[config.mk]
export PLATFORM = sky130hd
export DESIGN_NAME = cond_unit
export DESIGN_NICKNAME = d
export VERILOG_FILES = /design/src/rtl/cond_unit.sv
export SDC_FILE = /design/constraint.sdc
export NUM_CORES = 1
export LEC_CHECK = 0
export ABC_CLOCK_PERIOD_IN_PS = 3000
export BUFFER_PORTS_ARGS = -buffer_cell sky130_fd_sc_hd__buf_4
export CORE_UTILIZATION = 40
export CTS_CLUSTER_SIZE = 40
export DETAILED_ROUTE_END_ITERATION = 16
export PLACE_DENSITY_LB_ADDON = 0.12
export SYNTH_ARGS = -nofsm -noshare
export SYNTH_HDL_FRONTEND = slang
export SYNTH_SLANG_ARGS = --single-unit
[constraint.sdc]
create_clock -name clk -period 3 [get_ports clk]
set_clock_uncertainty 0.1 [all_clocks]
set_input_delay 0.3 -clock clk [delete_from_list [all_inputs] [get_ports clk]]
set_output_delay 0.3 -clock clk [all_outputs]
set_load 0.05 [all_outputs]
[src/rtl/cond_unit.sv]
// Conditional-execution unit for the single-cycle ARM datapath: holds the
// N/Z/C/V flag register, evaluates condition fields and gates write strobes.
module cond_unit #(
  parameter int CNT_W = 16
) (
  input  logic             clk,
  input  logic             reset_n,
  input  logic             en,
  input  logic [3:0]       Cond,
  input  logic [3:0]       ALUFlags,
  input  logic [1:0]       FlagW,
  input  logic             PCS,
  input  logic             RegW,
  input  logic             MemW,
  input  logic             NoWrite,
  output logic             CondEx,
  output logic             PCSrc,
  output logic             RegWrite,
  output logic             MemWrite,
  output logic [3:0]       Flags,
  output logic [CNT_W-1:0] SquashCount
);

  logic flagN;
  logic flagZ;
  logic flagC;
  logic flagV;
  logic signedGe;
  logic baseTrue;
  logic alwaysCode;
  logic advance;
  logic squash;
  logic counterFull;

  assign flagN    = Flags[3];
  assign flagZ    = Flags[2];
  assign flagC    = Flags[1];
  assign flagV    = Flags[0];
  assign signedGe = (flagN == flagV);

  // Each even code has an odd partner that is its exact complement, so only
  // the eight base predicates are decoded and Cond[0] inverts the result.
  always_comb begin
    baseTrue = 1'b1;
    unique case (Cond[3:1])
      3'd0:    baseTrue = flagZ;
      3'd1:    baseTrue = flagC;
      3'd2:    baseTrue = flagN;
      3'd3:    baseTrue = flagV;
      3'd4:    baseTrue = flagC & ~flagZ;
      3'd5:    baseTrue = signedGe;
      3'd6:    baseTrue = ~flagZ & signedGe;
      default: baseTrue = 1'b1;
    endcase
  end

  // Codes 1110 and 1111 both execute unconditionally.
  assign alwaysCode = (Cond[3:1] == 3'b111);
  assign CondEx     = alwaysCode | (baseTrue ^ Cond[0]);

  assign PCSrc    = PCS & CondEx;
  assign RegWrite = RegW & CondEx & ~NoWrite;
  assign MemWrite = MemW & CondEx;

  assign advance     = en & CondEx;
  assign squash      = en & ~CondEx;
  assign counterFull = &SquashCount;

  // The N/Z and C/V halves are written independently by FlagW.
  always_ff @(posedge clk or negedge reset_n) begin
    if (!reset_n) begin
      Flags <= 4'b0000;
    end else if (advance) begin
      if (FlagW[1]) begin
        Flags[3:2] <= ALUFlags[3:2];
      end
      if (FlagW[0]) begin
        Flags[1:0] <= ALUFlags[1:0];
      end
    end
  end

  // Debug count of squashed instructions; sticks at all-ones.
  always_ff @(posedge clk or negedge reset_n) begin
    if (!reset_n) begin
      SquashCount <= '0;
    end else if (squash && !counterFull) begin
      SquashCount <= SquashCount + {{(CNT_W-1){1'b0}}, 1'b1};
    end
  end

endmodule

==> results list <==
- The flow ran to the end, and the final reports show no timing, DRC or antenna violations.
- The top cell types in the final layout, fill and taps aside, are 42 x sky130_fd_sc_hd__buf_4, 20 x sky130_fd_sc_hd__dfrtp_1, 12 x sky130_fd_sc_hd__xnor2_1.
* Power Total: 1.11 mW
* Final slew viol count: 0
* Worst setup slack for register-to-register paths: 470 ps
- Wire length of the first global-routing pass: 3640 um
- Final core utilization: 58.6%
* Port bufs: 40
- Height of the chip: 54.3 um
- Clock slew at the register clock pins of the worst setup and hold paths: 100 ps
* Max-capacitance violation count: 0
- In this run, the number of DRC markers left after iteration 0 of detailed routing was 14.
- Proportion of layout cells with a drive suffix above 1: 39.6%
- The floorplan step defined a core boundary enclosing 2520 um2.
- With fillers left out, the area of the finished cells amounts to 1480 um2.
* Cell-by-cell listing of the critical path: or4b_1, o311a_1, nor3_1, a211oi_2, nand2_1, and3b_2, buf_4
* Global route overflow: 0
- Critical Path Max Stage Delay: 480 ps
* Via count of the first global-routing pass: 847
* Row cnt: 18
- Data on the critical path is required at its endpoint by 2600 ps.
* Final Hold Violating Endpoints: 0
* DIE WIDTH: 54.3 um
- For this block, the routed nets add up to 2310 um of wire.
* Clock tree from TritonCTS: done
* Final routed DRC violation total: 0
- Including well taps, the total number of placed cells is 169.
- Measured in cells, the most critical reg-to-reg path has a length of 6.
- For this run, the detailed router's first-pass iteration total came to 4.
* Crit path to: RegWrite
* Starting utilization of the core area: 43.5%
- Min cycle time layout: 2780 ps
- Across the VDD grid, the largest voltage drop is 0.000533 V.
- Setup slack closes at 217 ps.
- Using the TritonRoute via totals, the vias-per-cell ratio works out to 5.26.
- Area delta synth->final: 34.9%
- CP max-delay cell: sky130_fd_sc_hd__or4b_1
- Worst reg2reg startpoint: Flags[2]
- After routing, the total negative slack on setup checks comes to 0 ps.
* Worst min path class: input pin to flop
- Commonest non-fill, non-tap cell in the layout: sky130_fd_sc_hd__buf_4
- Maximum clock frequency: 359 MHz
- Unrepaired setup endpoints after global routing: no
* Maximum fanout along the worst path: 5
* Largest delay contributor family on the critical path: simple AND/OR/NAND/NOR gates
* Sink count of the clock tree: 20
* Pin count of the biggest net entering global routing: 21
- Counting both buffers and inverters, the worst setup path holds a total of 1.
* Tightest Pin Transition: 443 ps
- Share of async-settable or async-resettable flops after synthesis: 100%
- Final-stage net count: 163
- Number of flops mapped to enable cells by yosys: 0
* Number of vias after detailed routing: 915
- For this design the ratio of total power to cell area is 749 nW/um2.
* Post-synthesis net count: 117
- Yosys printed 0 warnings.
- Post-CTS Setup Repair Bufs: 0
- Headroom to the max-slew limit came out at 70.2%.
- Sequential elements use 45.7% of the synthesized area.
- Ys flop type: sky130_fd_sc_hd__dfrtp_1
* Number of routed nets with antenna violations: 0
* Post-synthesis instance area: 1100 um2
- Prior to clock tree synthesis, the placed netlist has a worst setup slack of 381 ps.
- Routability-driven placement finished with a final weighted congestion of 0.751.
- Summed over all cells, the static leakage comes to 0.727 nW.
- Type of the worst setup path: flop to output pin
* Die Area: 2950 um2
* Number of diodes: 0
- Destination of the worst register-to-register timing path: SquashCount[14]
* Register bit count reported by yosys: 20
* H-tree level count: 1
- Global router's overall resource usage: 17.4%
- Clk Latency, worst-skew pair: 290 ps
- Synthesis produced 99 cells.
- After layout, the worst path uses 92.8% of the clock period.
- After legalization and detailed placement, the total HPWL measured 1830 um.
- The number of antenna violations at the first check in global routing was 0.
- Root cell of the clock tree: sky130_fd_sc_hd__clkbuf_4
- In the final routed layout, each cell accounts on average for 13.3 um.
- Count of final setup violators: 0
- Worst path depth: 7
- Arrival time of the worst setup path: 2380 ps
* Num ports: 41
- Category of the worst setup path launch point: flop
- Clock tree synthesis inserted a total of 3 buffers.
- A synthesized cell averages 11.1 um2.
* Kind of end point of the critical path: output pin
* Hold slack: 139 ps
- The placed instances occupy a cell area of 1430 um2.
* Maximum clock insertion buffer count: 2
* Non-Filler Instances: 174
- CP Launch Point: Flags[2]
- After synthesis, the netlist uses 30 different library cells.
==> metal layers <==
layer	part of all wire (%)	wire length (um)	up-vias	global-route usage, %
li1	-	-	447	-
met1	46	1060	435	21.5
met2	48	1100	31	30.5
met3	6.3	145	2	3.33
met4	0.52	12	0	5.13
met5	0	0	-	0
==> synth_stat cells, types with 2 or more instances <==
cell type / count / area share (%)
sky130_fd_sc_hd__and3_1: 4 / 2.3
sky130_fd_sc_hd__nor3_1: 2 / 0.91
sky130_fd_sc_hd__buf_6: 2 / 2.1
sky130_fd_sc_hd__or4b_1: 2 / 1.8
sky130_fd_sc_hd__xor2_1: 4 / 3.2
sky130_fd_sc_hd__nand2_1: 10 / 3.4
sky130_fd_sc_hd__mux2i_1: 2 / 1.8
sky130_fd_sc_hd__nor4_4: 2 / 3.9
sky130_fd_sc_hd__nand4_1: 8 / 4.6
sky130_fd_sc_hd__nor2_1: 4 / 1.4
sky130_fd_sc_hd__xnor2_1: 12 / 9.6
sky130_fd_sc_hd__dfrtp_1: 20 / 46
sky130_fd_sc_hd__inv_1: 2 / 0.69
sky130_fd_sc_hd__and2_1: 2 / 1.1
sky130_fd_sc_hd__a21oi_1: 2 / 0.91
sky130_fd_sc_hd__nand3_1: 4 / 1.8
sky130_fd_sc_hd__mux2_2: 4 / 4.1
==> state kept, by name, summed over array words and instances (netlist names) <==
signal	count
Flags	4
SquashCount	16
==> cell type report <==
cell class,instances,area (um2)
Clock buffer,4,36.3
Timing Repair Buffer,43,325
Multi-Input combinational cell,75,572
Tap cell,30,37.5
Sequential cell,20,500
Inverter,2,7.51
Fill cell,231,1040
==> cell families after synthesis <==
kind of cell,count (synthesis),synth area share [%]
AO/OA/AOI/OAI,8,5.37
XOR/XNOR,16,12.8
adder cells (fa/ha/maj),1,1.14
buffers and inverters,4,2.74
flip-flops,20,45.7
multiplexers,6,5.94
AND/OR/NAND/NOR,44,26.4
==> what timing repair did <==
action | in CTS | in global routing
endpoints found under the setup margin | 0 | 3
resized for setup | 0 | 1
endpoints found under the hold margin | 20 | 0
hold buffers | 1 | 0
==> how the worst min path moves through the flow <==
stage / slack [ps] / endpoint / cells after the start / startpoint
4_1_cts: 140 / Flags[0] / 2 / ALUFlags[0]
5_1_grt: 120 / Flags[3] / 2 / ALUFlags[3]
3_5_place_dp: 100 / SquashCount[12] / 1 / reset_n
3_3_place_gp: 100 / SquashCount[12] / 1 / reset_n
6_report: 140 / Flags[0] / 2 / ALUFlags[0]
2_1_floorplan: -100 / Flags[0] / 0 / reset_n
==> power breakdown <==
part | switching, mW | total [mW] | internal, mW
combinational | 0.363 | 0.555 | 0.192
clock | 0.0771 | 0.151 | 0.0739
sequential | 0.0745 | 0.402 | 0.327
Note: power is estimated with default switching activity, not from simulation.
